### config.mk
export PLATFORM = sky130hd
export DESIGN_NAME = csr_unit_flat
export DESIGN_NICKNAME = d
export VERILOG_FILES = /design/src/rtl/csr_pkg.sv /design/src/rtl/csr_if.sv /design/src/rtl/csr_counter.sv /design/src/rtl/csr_unit.sv /design/src/flat_wrapper.sv
export SDC_FILE = /design/constraint.sdc
export NUM_CORES = 1
export LEC_CHECK = 0
export ABC_AREA = 1
export CAP_MARGIN = 20
export CORE_MARGIN = 2
export CORE_UTILIZATION = 41
export DETAILED_ROUTE_END_ITERATION = 7
export GPL_TIMING_DRIVEN = 0
export PLACE_DENSITY = 0.65
export SLEW_MARGIN = 15
export SYNTH_ARGS = -nofsm -noshare
export SYNTH_HDL_FRONTEND = slang
export SYNTH_HIERARCHICAL = 1
export SYNTH_SLANG_ARGS = --single-unit
### constraint.sdc
create_clock -name clk -period 2.98 [get_ports clk]
set_clock_uncertainty 0.1 [all_clocks]
set_input_delay 0.298 -clock clk [delete_from_list [all_inputs] [get_ports clk]]
set_output_delay 0.298 -clock clk [all_outputs]
set_load 0.02 [all_outputs]
### src/rtl/csr_pkg.sv
// Shared definitions for the machine-mode CSR unit.
// Holds CSR addresses, the csr_op encoding, trap cause codes, the bit
// positions of the mstatus/mie/mip fields in use, and the mstatus reset
// constant.
package csr_pkg;

  // Implemented CSR addresses
  localparam logic [11:0] CSR_MSTATUS  = 12'h300;
  localparam logic [11:0] CSR_MIE      = 12'h304;
  localparam logic [11:0] CSR_MTVEC    = 12'h305;
  localparam logic [11:0] CSR_MSCRATCH = 12'h340;
  localparam logic [11:0] CSR_MEPC     = 12'h341;
  localparam logic [11:0] CSR_MCAUSE   = 12'h342;
  localparam logic [11:0] CSR_MIP      = 12'h344;
  localparam logic [11:0] CSR_MCYCLE   = 12'hB00;
  localparam logic [11:0] CSR_MINSTRET = 12'hB02;

  // Read/modify/write operation requested by the decoder
  typedef enum logic [1:0] {
    CSR_OP_NONE = 2'b00,
    CSR_OP_RW   = 2'b01,
    CSR_OP_RS   = 2'b10,
    CSR_OP_RC   = 2'b11
  } csr_op_e;

  // mcause exception / interrupt codes
  localparam int CAUSE_ECALL_M = 11;
  localparam int CAUSE_MTI     = 7;

  // Field positions
  localparam int MSTATUS_MIE_BIT  = 3;
  localparam int MSTATUS_MPIE_BIT = 7;
  localparam int MIE_MTIE_BIT     = 7;
  localparam int MIP_MTIP_BIT     = 7;

  // mstatus after reset: MIE=MPIE=0, MPP hard-wired to machine mode (2'b11)
  localparam logic [15:0] MSTATUS_RESET = 16'h1800;

endpackage

### src/rtl/csr_if.sv
// CSR access bus between the execute-stage decoder and csr_unit.
//   csr_op_i      operation (none/rw/rs/rc)
//   csr_rd_i      CSR instruction present, read requested
//   csr_idx_i     12-bit CSR address
//   csr_wdata_i   rs1 / zimm operand
//   csr_rdata_o   old CSR value (combinational)
//   csr_illegal_o read of an unimplemented address
// master: the decoder side; slave: csr_unit.
interface csr_if #(
  parameter int XLEN = 64
) ();

  logic [1:0]      csr_op_i;
  logic            csr_rd_i;
  logic [11:0]     csr_idx_i;
  logic [XLEN-1:0] csr_wdata_i;
  logic [XLEN-1:0] csr_rdata_o;
  logic            csr_illegal_o;

  modport master (
    output csr_op_i, csr_rd_i, csr_idx_i, csr_wdata_i,
    input  csr_rdata_o, csr_illegal_o
  );

  modport slave (
    input  csr_op_i, csr_rd_i, csr_idx_i, csr_wdata_i,
    output csr_rdata_o, csr_illegal_o
  );

endinterface

### src/rtl/csr_counter.sv
// Free-running wrap-around counter used for mcycle and minstret.
//   clk, rst_n  clock, async active-low reset (clears to 0)
//   inc         add one this cycle
//   wr_en       load wr_data this cycle (takes precedence over inc)
//   wr_data     load value
//   q           current count
module csr_counter #(
  parameter int WIDTH = 64
) (
  input  logic             clk,
  input  logic             rst_n,
  input  logic             inc,
  input  logic             wr_en,
  input  logic [WIDTH-1:0] wr_data,
  output logic [WIDTH-1:0] q
);

  logic [WIDTH-1:0] cnt_q;
  logic [WIDTH-1:0] cnt_d;

  always_comb begin
    cnt_d = cnt_q;
    if (wr_en) begin
      cnt_d = wr_data;
    end else if (inc) begin
      cnt_d = cnt_q + WIDTH'(1); // wraps from all-ones to zero
    end
  end

  always_ff @(posedge clk or negedge rst_n) begin
    if (!rst_n) begin
      cnt_q <= '0;
    end else begin
      cnt_q <= cnt_d;
    end
  end

  assign q = cnt_q;

endmodule

### src/rtl/csr_unit.sv
// Machine-mode CSR file and trap sequencer beside the execute stage.
//   clk, rst_n      clock, async active-low reset
//   bus             csr_if slave: CSR read/modify/write access
//   pc_i            pc of the instruction in the stage
//   valid_i         instruction is valid and retires this cycle
//   ecall_i/mret_i  decoded ecall / mret
//   timer_irq_i     level machine-timer interrupt
//   redirect_o      trap entry or mret this cycle (combinational)
//   redirect_pc_o   target pc (combinational, from pre-update mtvec/mepc)
//
// Qualification: valid_i is the single "this instruction takes effect"
// strobe. ecall/mret/interrupt and CSR writes only act when it is high;
// CSR reads (rdata/illegal) are purely combinational on csr_rd_i/csr_idx_i.
module csr_unit
  import csr_pkg::*;
#(
  parameter int XLEN        = 64,
  parameter bit VECTORED_EN = 1'b1,
  parameter bit CNT_EN      = 1'b1
) (
  input  logic            clk,
  input  logic            rst_n,
  csr_if.slave            bus,
  input  logic [XLEN-1:0] pc_i,
  input  logic            valid_i,
  input  logic            ecall_i,
  input  logic            mret_i,
  input  logic            timer_irq_i,
  output logic            redirect_o,
  output logic [XLEN-1:0] redirect_pc_o
);

  // Architectural state. mstatus and mie keep only their writable bits.
  logic            mie_q,  mie_d;   // mstatus.MIE
  logic            mpie_q, mpie_d;  // mstatus.MPIE
  logic            mtie_q, mtie_d;  // mie.MTIE
  logic [XLEN-1:0] mtvec_q,    mtvec_d;
  logic [XLEN-1:0] mscratch_q, mscratch_d;
  logic [XLEN-1:0] mepc_q,     mepc_d;
  logic [XLEN-1:0] mcause_q,   mcause_d;
  logic [XLEN-1:0] mcycle;
  logic [XLEN-1:0] minstret;

  logic            irq_take;
  logic            exc_take;
  logic            trap;
  logic            mret_take;
  logic            implemented;
  logic            csr_we;
  logic            cyc_we;
  logic            ret_we;
  logic [XLEN-1:0] rdata;
  logic [XLEN-1:0] wval;
  logic [XLEN-1:0] mtvec_base;

  localparam logic [XLEN-1:0] ALIGN4_MASK = {{(XLEN-2){1'b1}}, 2'b00};

  // Trap priority: interrupt > ecall > mret > CSR write
  assign irq_take  = valid_i & mie_q & mtie_q & timer_irq_i;
  assign exc_take  = valid_i & ecall_i;
  assign trap      = irq_take | exc_take;
  assign mret_take = valid_i & mret_i & ~trap;

  // Read mux; unimplemented addresses return zero
  always_comb begin
    rdata       = '0;
    implemented = 1'b1;
    case (bus.csr_idx_i)
      CSR_MSTATUS: begin
        // reset constant is exactly the fixed MPP field; OR in live bits
        rdata                   = XLEN'(MSTATUS_RESET);
        rdata[MSTATUS_MIE_BIT]  = mie_q;
        rdata[MSTATUS_MPIE_BIT] = mpie_q;
      end
      CSR_MIE:      rdata[MIE_MTIE_BIT] = mtie_q;
      CSR_MTVEC:    rdata = mtvec_q;
      CSR_MSCRATCH: rdata = mscratch_q;
      CSR_MEPC:     rdata = mepc_q;
      CSR_MCAUSE:   rdata = mcause_q;
      CSR_MIP:      rdata[MIP_MTIP_BIT] = timer_irq_i;
      CSR_MCYCLE:   rdata = mcycle;
      CSR_MINSTRET: rdata = minstret;
      default:      implemented = 1'b0;
    endcase
  end

  assign bus.csr_rdata_o   = rdata;
  assign bus.csr_illegal_o = bus.csr_rd_i & ~implemented;

  // Modify value from the old (already masked) read value
  always_comb begin
    case (csr_op_e'(bus.csr_op_i))
      CSR_OP_RS: wval = rdata | bus.csr_wdata_i;
      CSR_OP_RC: wval = rdata & ~bus.csr_wdata_i;
      CSR_OP_RW: wval = bus.csr_wdata_i;
      default:   wval = bus.csr_wdata_i;
    endcase
  end

  // A trapping or returning instruction never writes a CSR
  assign csr_we = valid_i & bus.csr_rd_i & implemented &
                  (csr_op_e'(bus.csr_op_i) != CSR_OP_NONE) &
                  ~trap & ~mret_take;
  assign cyc_we = csr_we & (bus.csr_idx_i == CSR_MCYCLE);
  assign ret_we = csr_we & (bus.csr_idx_i == CSR_MINSTRET);

  // Next-state for trap sequencing and CSR writes
  always_comb begin
    mie_d      = mie_q;
    mpie_d     = mpie_q;
    mtie_d     = mtie_q;
    mtvec_d    = mtvec_q;
    mscratch_d = mscratch_q;
    mepc_d     = mepc_q;
    mcause_d   = mcause_q;
    if (trap) begin
      mepc_d   = pc_i & ALIGN4_MASK;
      mcause_d = irq_take ? {1'b1, (XLEN-1)'(CAUSE_MTI)} : XLEN'(CAUSE_ECALL_M);
      mpie_d   = mie_q;
      mie_d    = 1'b0;
    end else if (mret_take) begin
      mie_d  = mpie_q;
      mpie_d = 1'b1;
    end else if (csr_we) begin
      case (bus.csr_idx_i)
        CSR_MSTATUS: begin
          mie_d  = wval[MSTATUS_MIE_BIT];
          mpie_d = wval[MSTATUS_MPIE_BIT];
        end
        CSR_MIE:      mtie_d = wval[MIE_MTIE_BIT];
        // bit1 is reserved-zero; bit0 (vectored mode) only kept when enabled
        CSR_MTVEC:    mtvec_d = {wval[XLEN-1:2], 1'b0, wval[0] & VECTORED_EN};
        CSR_MSCRATCH: mscratch_d = wval;
        CSR_MEPC:     mepc_d = wval & ALIGN4_MASK;
        CSR_MCAUSE:   mcause_d = wval;
        default: ; // mip read-only; counters handled by csr_counter
      endcase
    end
  end

  always_ff @(posedge clk or negedge rst_n) begin
    if (!rst_n) begin
      mie_q      <= 1'b0;
      mpie_q     <= 1'b0;
      mtie_q     <= 1'b0;
      mtvec_q    <= '0;
      mscratch_q <= '0;
      mepc_q     <= '0;
      mcause_q   <= '0;
    end else begin
      mie_q      <= mie_d;
      mpie_q     <= mpie_d;
      mtie_q     <= mtie_d;
      mtvec_q    <= mtvec_d;
      mscratch_q <= mscratch_d;
      mepc_q     <= mepc_d;
      mcause_q   <= mcause_d;
    end
  end

  // Counters
  generate
    if (CNT_EN) begin : g_cnt
      csr_counter #(.WIDTH(XLEN)) u_mcycle (
        .clk     (clk),
        .rst_n   (rst_n),
        .inc     (1'b1),
        .wr_en   (cyc_we),
        .wr_data (wval),
        .q       (mcycle)
      );
      csr_counter #(.WIDTH(XLEN)) u_minstret (
        .clk     (clk),
        .rst_n   (rst_n),
        .inc     (valid_i & ~trap),
        .wr_en   (ret_we),
        .wr_data (wval),
        .q       (minstret)
      );
    end else begin : g_no_cnt
      assign mcycle   = '0;
      assign minstret = '0;
    end
  endgenerate

  // Redirect: exceptions always go to base; only interrupts use the vector
  assign mtvec_base = mtvec_q & ALIGN4_MASK;

  always_comb begin
    redirect_o    = trap | mret_take;
    redirect_pc_o = '0;
    if (trap) begin
      if (irq_take && mtvec_q[0]) begin
        redirect_pc_o = mtvec_base + XLEN'(4 * CAUSE_MTI);
      end else begin
        redirect_pc_o = mtvec_base;
      end
    end else if (mret_take) begin
      redirect_pc_o = mepc_q;
    end
  end

endmodule
### src/flat_wrapper.sv
// flat-port wrapper written by rule: the top's interface ports become plain ports
module csr_unit_flat import csr_pkg::*;
#(
  parameter int XLEN        = 64,
  parameter bit VECTORED_EN = 1'b1,
  parameter bit CNT_EN      = 1'b1
)
  (clk, rst_n, pc_i, valid_i, ecall_i, mret_i, timer_irq_i, redirect_o, redirect_pc_o, bus_csr_op_i, bus_csr_rd_i, bus_csr_idx_i, bus_csr_wdata_i, bus_csr_rdata_o, bus_csr_illegal_o);
  csr_if #(.XLEN(XLEN)) bus_i ();
  input  logic clk;
  input  logic rst_n;
  input  logic [XLEN-1:0] pc_i;
  input  logic valid_i;
  input  logic ecall_i;
  input  logic mret_i;
  input  logic timer_irq_i;
  output logic redirect_o;
  output logic [XLEN-1:0] redirect_pc_o;
  input wire logic [$bits(bus_i.csr_op_i)-1:0] bus_csr_op_i;
  input wire logic [$bits(bus_i.csr_rd_i)-1:0] bus_csr_rd_i;
  input wire logic [$bits(bus_i.csr_idx_i)-1:0] bus_csr_idx_i;
  input wire logic [$bits(bus_i.csr_wdata_i)-1:0] bus_csr_wdata_i;
  output wire logic [$bits(bus_i.csr_rdata_o)-1:0] bus_csr_rdata_o;
  output wire logic [$bits(bus_i.csr_illegal_o)-1:0] bus_csr_illegal_o;
  assign bus_i.csr_op_i = bus_csr_op_i;
  assign bus_i.csr_rd_i = bus_csr_rd_i;
  assign bus_i.csr_idx_i = bus_csr_idx_i;
  assign bus_i.csr_wdata_i = bus_csr_wdata_i;
  assign bus_csr_rdata_o = bus_i.csr_rdata_o;
  assign bus_csr_illegal_o = bus_i.csr_illegal_o;
  csr_unit #(.XLEN(XLEN), .VECTORED_EN(VECTORED_EN), .CNT_EN(CNT_EN)) u_core (.clk(clk), .rst_n(rst_n), .bus(bus_i), .pc_i(pc_i), .valid_i(valid_i), .ecall_i(ecall_i), .mret_i(mret_i), .timer_irq_i(timer_irq_i), .redirect_o(redirect_o), .redirect_pc_o(redirect_pc_o));
endmodule
# [Word-level counts from Yosys, hierarchy flattened]
# Index checks and enable logic that the tools add are counted.
# W data, S select, Z words.
[classes] reduce_logical=15 muxes=28 addsub=3 n_eq_ne=12 bitwise_logic=23
[ops] operator="$mux W64" count=15
[ops] operator="$pmux W56 S7" count=1
[ops] operator="$add A64 B1 Y64 const B" count=2
[ops] operator="$pmux W64 S2" count=1
[ops] operator="$eq A12 B10 Y1 const B" count=7
[ops] operator="$add A64 B5 Y64 const B" count=1
[ops] operator="$and A64 B64 Y64" count=1
[ops] operator="$not A64 Y64" count=1
[ops] operator="$or A64 B64 Y64" count=1
[ops] operator="$pmux W7 S7" count=1
[ops] operator="$eq A12 B12 Y1 const B" count=2
[ops] operator="$and A1 B1 Y1" count=15
[ops] operator="$reduce_and A4 Y1" count=3
[ops] operator="$reduce_bool A2 Y1" count=5
[ops] operator="$mux W1" count=9
[ops] operator="$pmux W1 S9" count=1
[ops] operator="$reduce_or A9 Y1" count=1
[ops] operator="$reduce_and A3 Y1" count=2
[ops] operator="$reduce_bool A3 Y1" count=2
[ops] operator="$eq A2 B2 Y1 const B" count=2
[ops] operator="$not A1 Y1" count=3
[ops] operator="$ne A2 B1 Y1 const B" count=1
[ops] operator="$or A1 B1 Y1" count=2
[ops] operator="$reduce_and A2 Y1" count=1
[ops] operator="$logic_and A1 B1 Y1" count=1
[totals] out_inout_bits=130 inputBits=149 reg_bits=386

# [Logic depth before layout (Yosys ltp)]
[depth] depth_word=11 depth_mapped=17

# [Hierarchy]
# The synthesis kept the hierarchy.
[modules_own_cells] mod="csr_unit" area_per_inst_um2=17184.0 cells_each=2811 seq_area_each_um2=6406.1 instances=1
[modules_own_cells] mod="csr_counter" area_per_inst_um2=4585.6 cells_each=679 seq_area_each_um2=1601.5 instances=2

# [Least setup slack after synthesis]
# No wires, ideal clock.
[synth_path] path_type="reg-to-output" start="register u_core.mtvec_q[2]" end="output port redirect_pc_o[44]" path_slack_ps=463 t_arrival_ps=2119 path_buffers=0 stages_incl_launch_ff=13 cell_sequence="dfrtp_1 -> inv_1 -> ha_1 -> inv_1 -> o21ai_0 -> nor2_1 -> nand3_1 -> inv_1 -> nand3_1 -> inv_1 -> nand2_1 -> o21ai_0 -> o21ai_0"
[synth_via] elab_chain_cells=3
[synth_lines] element="from (decl)" line="csr_unit.sv:37" source="logic [XLEN-1:0] mtvec_q, mtvec_d;"
[synth_lines] element="from (signal assigned)" line="csr_unit.sv:154" source="mtvec_q <= mtvec_d;"
[synth_lines] element="$add A64 B5 Y64" line="csr_unit.sv:194" source="redirect_pc_o = mtvec_base + XLEN'(4 * CAUSE_MTI);"
[synth_lines] element="$mux W64" line="csr_unit.sv:193" source="if (irq_take && mtvec_q[0]) begin"
[synth_lines] element="$mux W64" line="csr_unit.sv:192" source="if (trap) begin"
[synth_lines] element="to (decl)" line="flat_wrapper.sv:18" source="output logic [XLEN-1:0] redirect_pc_o;"
# Every way passes these cells.

# [Worst setup path in the final report]
[layout_path] start="register u_core.mie_q" end="output port redirect_pc_o[38]"
[layout_via] elab_chain_cells=8 elab_cells_between_ends=10 cone_classes="3 x mux; 6 x bitwise; 1 x reduce/logical"
[layout_lines] element="from (decl)" line="csr_unit.sv:34" source="logic mie_q, mie_d;"
[layout_lines] element="from (signal assigned)" line="csr_unit.sv:151" source="mie_q <= mie_d;"
[layout_lines] element="$and A1 B1 Y1 (*) (3 in a row)" line="csr_unit.sv:59" source="assign irq_take = valid_i & mie_q & mtie_q & timer_irq_i;"
[layout_lines] element="$or A1 B1 Y1" line="csr_unit.sv:61" source="assign trap = irq_take | exc_take;"
[layout_lines] element="$not A1 Y1 (no line)"
[layout_lines] element="$and A1 B1 Y1" line="csr_unit.sv:62" source="assign mret_take = valid_i & mret_i & ~trap;"
[layout_lines] element="$mux W64" line="csr_unit.sv:198" source="end else if (mret_take) begin"
[layout_lines] element="$mux W64 (*)" line="csr_unit.sv:192"
# Every way passes the cells marked *; elsewhere a longest branch is shown, timed or not.

==> flow_metrics.env <==
export IMPL_status="finished with violations"
export IMPL_violations="DRC, setup timing"
export IMPL_fin_crit_ns=3.17
export IMPL_track_usage_pct=41.5
export IMPL_clk_pin_slew_ns=0.06
export IMPL_start_util_pct=41.6
export IMPL_layout_setup_ws_ns=-0.191
export IMPL_start_kind="flip-flop"
export IMPL_hpwl_mm=111
export IMPL_synth_edf_count=0
export IMPL_critPathSlowestCell="dfrtp_1"
export IMPL_slowest_delay_ns=0.37
export IMPL_synthTopCellsByArea="dfrtp_1, nand2_1, nand3_1"
export IMPL_die_x_um=258
export IMPL_critPathMaxFanout=5
export IMPL_die_area_um2=66300
export IMPL_async_flop_share_pct=100
export IMPL_hold_slack_ns=0.0616
export IMPL_cap_violations=0
export IMPL_firstDrtPassIters=8
export IMPL_cts_buffers=47
export IMPL_syn_instance_count=4169
export IMPL_crit_buf_inv=5
export IMPL_synth_top_area_share_pct=36.5
export IMPL_worst_slew_pin_slew_ns=1.13
export IMPL_r2r_slack_ns=0.01
export IMPL_cts_sinks=384
export IMPL_drive_gt1_share_pct=16.0
export IMPL_setup_viol=31
export IMPL_crit_family="simple AND/OR/NAND/NOR gates"
export IMPL_gp_congestion=1.06
export IMPL_worstSetupEndpointType="output port"
export IMPL_design_core_area_um2=63300
export IMPL_fmax_mhz=315
export IMPL_power_density_nw_per_um2=420
export IMPL_io_pins=279
export IMPL_synth_avg_cell_area_um2=6.32
export IMPL_dr_first_iter_drc_count=4550
export IMPL_wl_mm=142
export IMPL_htreeDepth=2
export IMPL_grt_max_degree=98
export IMPL_yosys_warnings=6
export IMPL_final_nets=4744
export IMPL_grt_pass1_wl_mm=200
export IMPL_ys_flop_type="dfrtp_1"
export IMPL_power_mw=14.3
export IMPL_critPathKind="reg -> out"
export IMPL_area_growth_syn_to_layout_pct=28.6
export IMPL_holdCritPathClass="in -> async"
export IMPL_cts_buffer_depth=3
export IMPL_seq_area_um2=9620
export IMPL_die_h_um=258
export IMPL_clock_root_buffer="clkbuf_16"
export IMPL_place_area_um2=30300
export IMPL_antenna_found_initial=4
export IMPL_grt_overflow=0
export IMPL_dpl_worst_slack_ns=-1.77
export IMPL_yosys_area_top_type="dfrtp_1"
export IMPL_drtAntennaViolNets=0
export IMPL_hold_viol=0
export IMPL_place_port_buffers=274
export IMPL_syn_area_um2=26400
export IMPL_routedWlPerCell_um=25.9
export IMPL_min_period_over_period_pct=106
export IMPL_rows=92
export IMPL_routed_via_density=5.82
export IMPL_fill_cells=6412
export IMPL_p_leak_nw=16.3
export IMPL_worstPathArrival_ns=2.77
export IMPL_multi_input_area_um2=15800
export IMPL_ir_drop_mv=0.406
export IMPL_cts_tree="built"
export IMPL_synth_cell_types=41
export IMPL_rsz0062_at_grt="true"
export IMPL_cp_required_ns=2.58
export IMPL_insertion_delay_ns=0.60
export IMPL_vias=31800
export IMPL_timing_slew_headroom_pct=24.5
export IMPL_grt_pass1_vias=29300
export IMPL_synth_seq_cells=384
export IMPL_design_area_um2=33900
export IMPL_synth_most_common_cell="nand2_1"
export IMPL_ys_seq_area_share_pct=36.5
export IMPL_synth_commonest_cells="nand2_1, nor2_1, dfrtp_1, nand3_1, inv_1"
export IMPL_worstPathCellList="nand2_2 > nor2_4 > nand3_4 > buf_12 > clkinv_8 > buf_12 > nand3_4 > nor2_4 > buf_12 > nand3_4 > o21ai_2 > nand2_1 > o21ai_2 > buf_6"
export IMPL_drv_slew=0
export IMPL_route_detailed_drc=3
[cells in the final DEF, fill, tap and decap left out, types with 38 or more instances in the layout]
cell,count
nor2_1,414
buf_2,40
nor2_4,51
o21ai_1,56
xnor2_1,38
nand3_1,324
o21bai_1,41
dfrtp_1,377
nand2_1,1619
buf_4,129
inv_1,308
nand2_2,109
clkdlybuf4s50_1,145
clkbuf_16,49
a22oi_1,96
clkbuf_2,45
buf_6,47
o21ai_0,234
nand4_1,40
clkbuf_1,69
[power breakdown]
part | internal [mW] | switching [mW] | leakage [nW] | total [mW]
sequential | 5.56 | 0.501 | 4.80 | 6.06
combinational | 0.828 | 1.63 | 10.8 | 2.45
clock | 3.31 | 2.43 | 0.722 | 5.74
[cell type report]
cell class,instances,share of cell area [%]
inverter,355,4.12
clock inverter,9,0.280
clock buffer,71,4.04
buffer,172,3.27
multi-input combinational,3261,46.7
tap,846,3.12
sequential,384,28.4
timing repair buffer,371,10.1
antenna,5,0.0369
[worst register-to-register path, stage by stage (launching register included)]
cell and delay, ns:
dfrtp_1 0.40, nand2_2 0.09, nor2_4 0.05, buf_4 0.13, nand2_4 0.09, nand2_4 0.14, clkinv_8 0.15, nand2_2 0.10
nor3_4 0.24, buf_4 0.24, nand3_1 0.14, inv_1 0.22, clkbuf_1 0.52, nand2_1 0.13, o21ai_0 0.13
[flip-flops by register name, summed over array words and instances, names as in the netlist]
signal,flops
u_core/g_cnt.u_minstret/q,64
u_core/mepc_q,62
u_core/mie_q,1
u_core/mscratch_q,64
u_core/g_cnt.u_mcycle/q,64
u_core/mtvec_q,63
u_core/mtie_q,1
u_core/mcause_q,64
u_core/mpie_q,1
[path summary, 6_finish.rpt]
check / from / to / cells past startpoint
max in group asynchronous: rst_n / u_core/mtvec_q[13] / 5
min: rst_n / u_core/g_cnt.u_minstret/q[40] / 2
max reg2reg: u_core/mie_q / u_core/mcause_q[51] / 14
min reg2reg: u_core/mcause_q[14] / u_core/mcause_q[14] / 2
min in group clk: pc_i[7] / u_core/mepc_q[7] / 3
max: u_core/mie_q / redirect_pc_o[38] / 14
[what timing repair did]
item,in CTS,in global routing
gates resized for setup,686,359
pin swaps,34,71
endpoints found under the setup margin,393,275
hold buffers,1,0
buffers inserted,55,37
endpoints found under the hold margin,125,0
[through the flow]
step                      setup TNS, ns  utilization [%]  cells
after floorplan                       0                -   4172
after global routing              -3.69             53.5   5469
final                             -1.80             53.5   5474
after CTS                         -1.21             52.2   5432
after detailed placement        -393.35             47.8   5296
after global placement         -6761.42             47.7   5292
[layer usage]
| metal | track usage, % | part of all wire, % | wire (um) | up-vias |
|---|---|---|---|---|
| met5 | 0 | 0 | 0 | - |
| li1 | - | - | - | 14200 |
| met3 | 10.5 | 13 | 18600 | 455 |
| met2 | 64.1 | 43 | 61800 | 2166 |
| met1 | 53.4 | 37 | 52500 | 15000 |
| met4 | 22.3 | 6.4 | 9090 | 0 |
[cell families (layout without fill, tap and decap cells)]
group,after synthesis,count (layout),synth area share (%)
xor+xnor,56,56,1.86
buf+inv,527,978,8.12
simple gates,2679,2679,41.9
compound gates,518,518,11.5
other cells,2,10,0.0285
fa+ha+maj,3,3,0.142
flops,384,384,36.5
(Power assumes the default switching activity.)
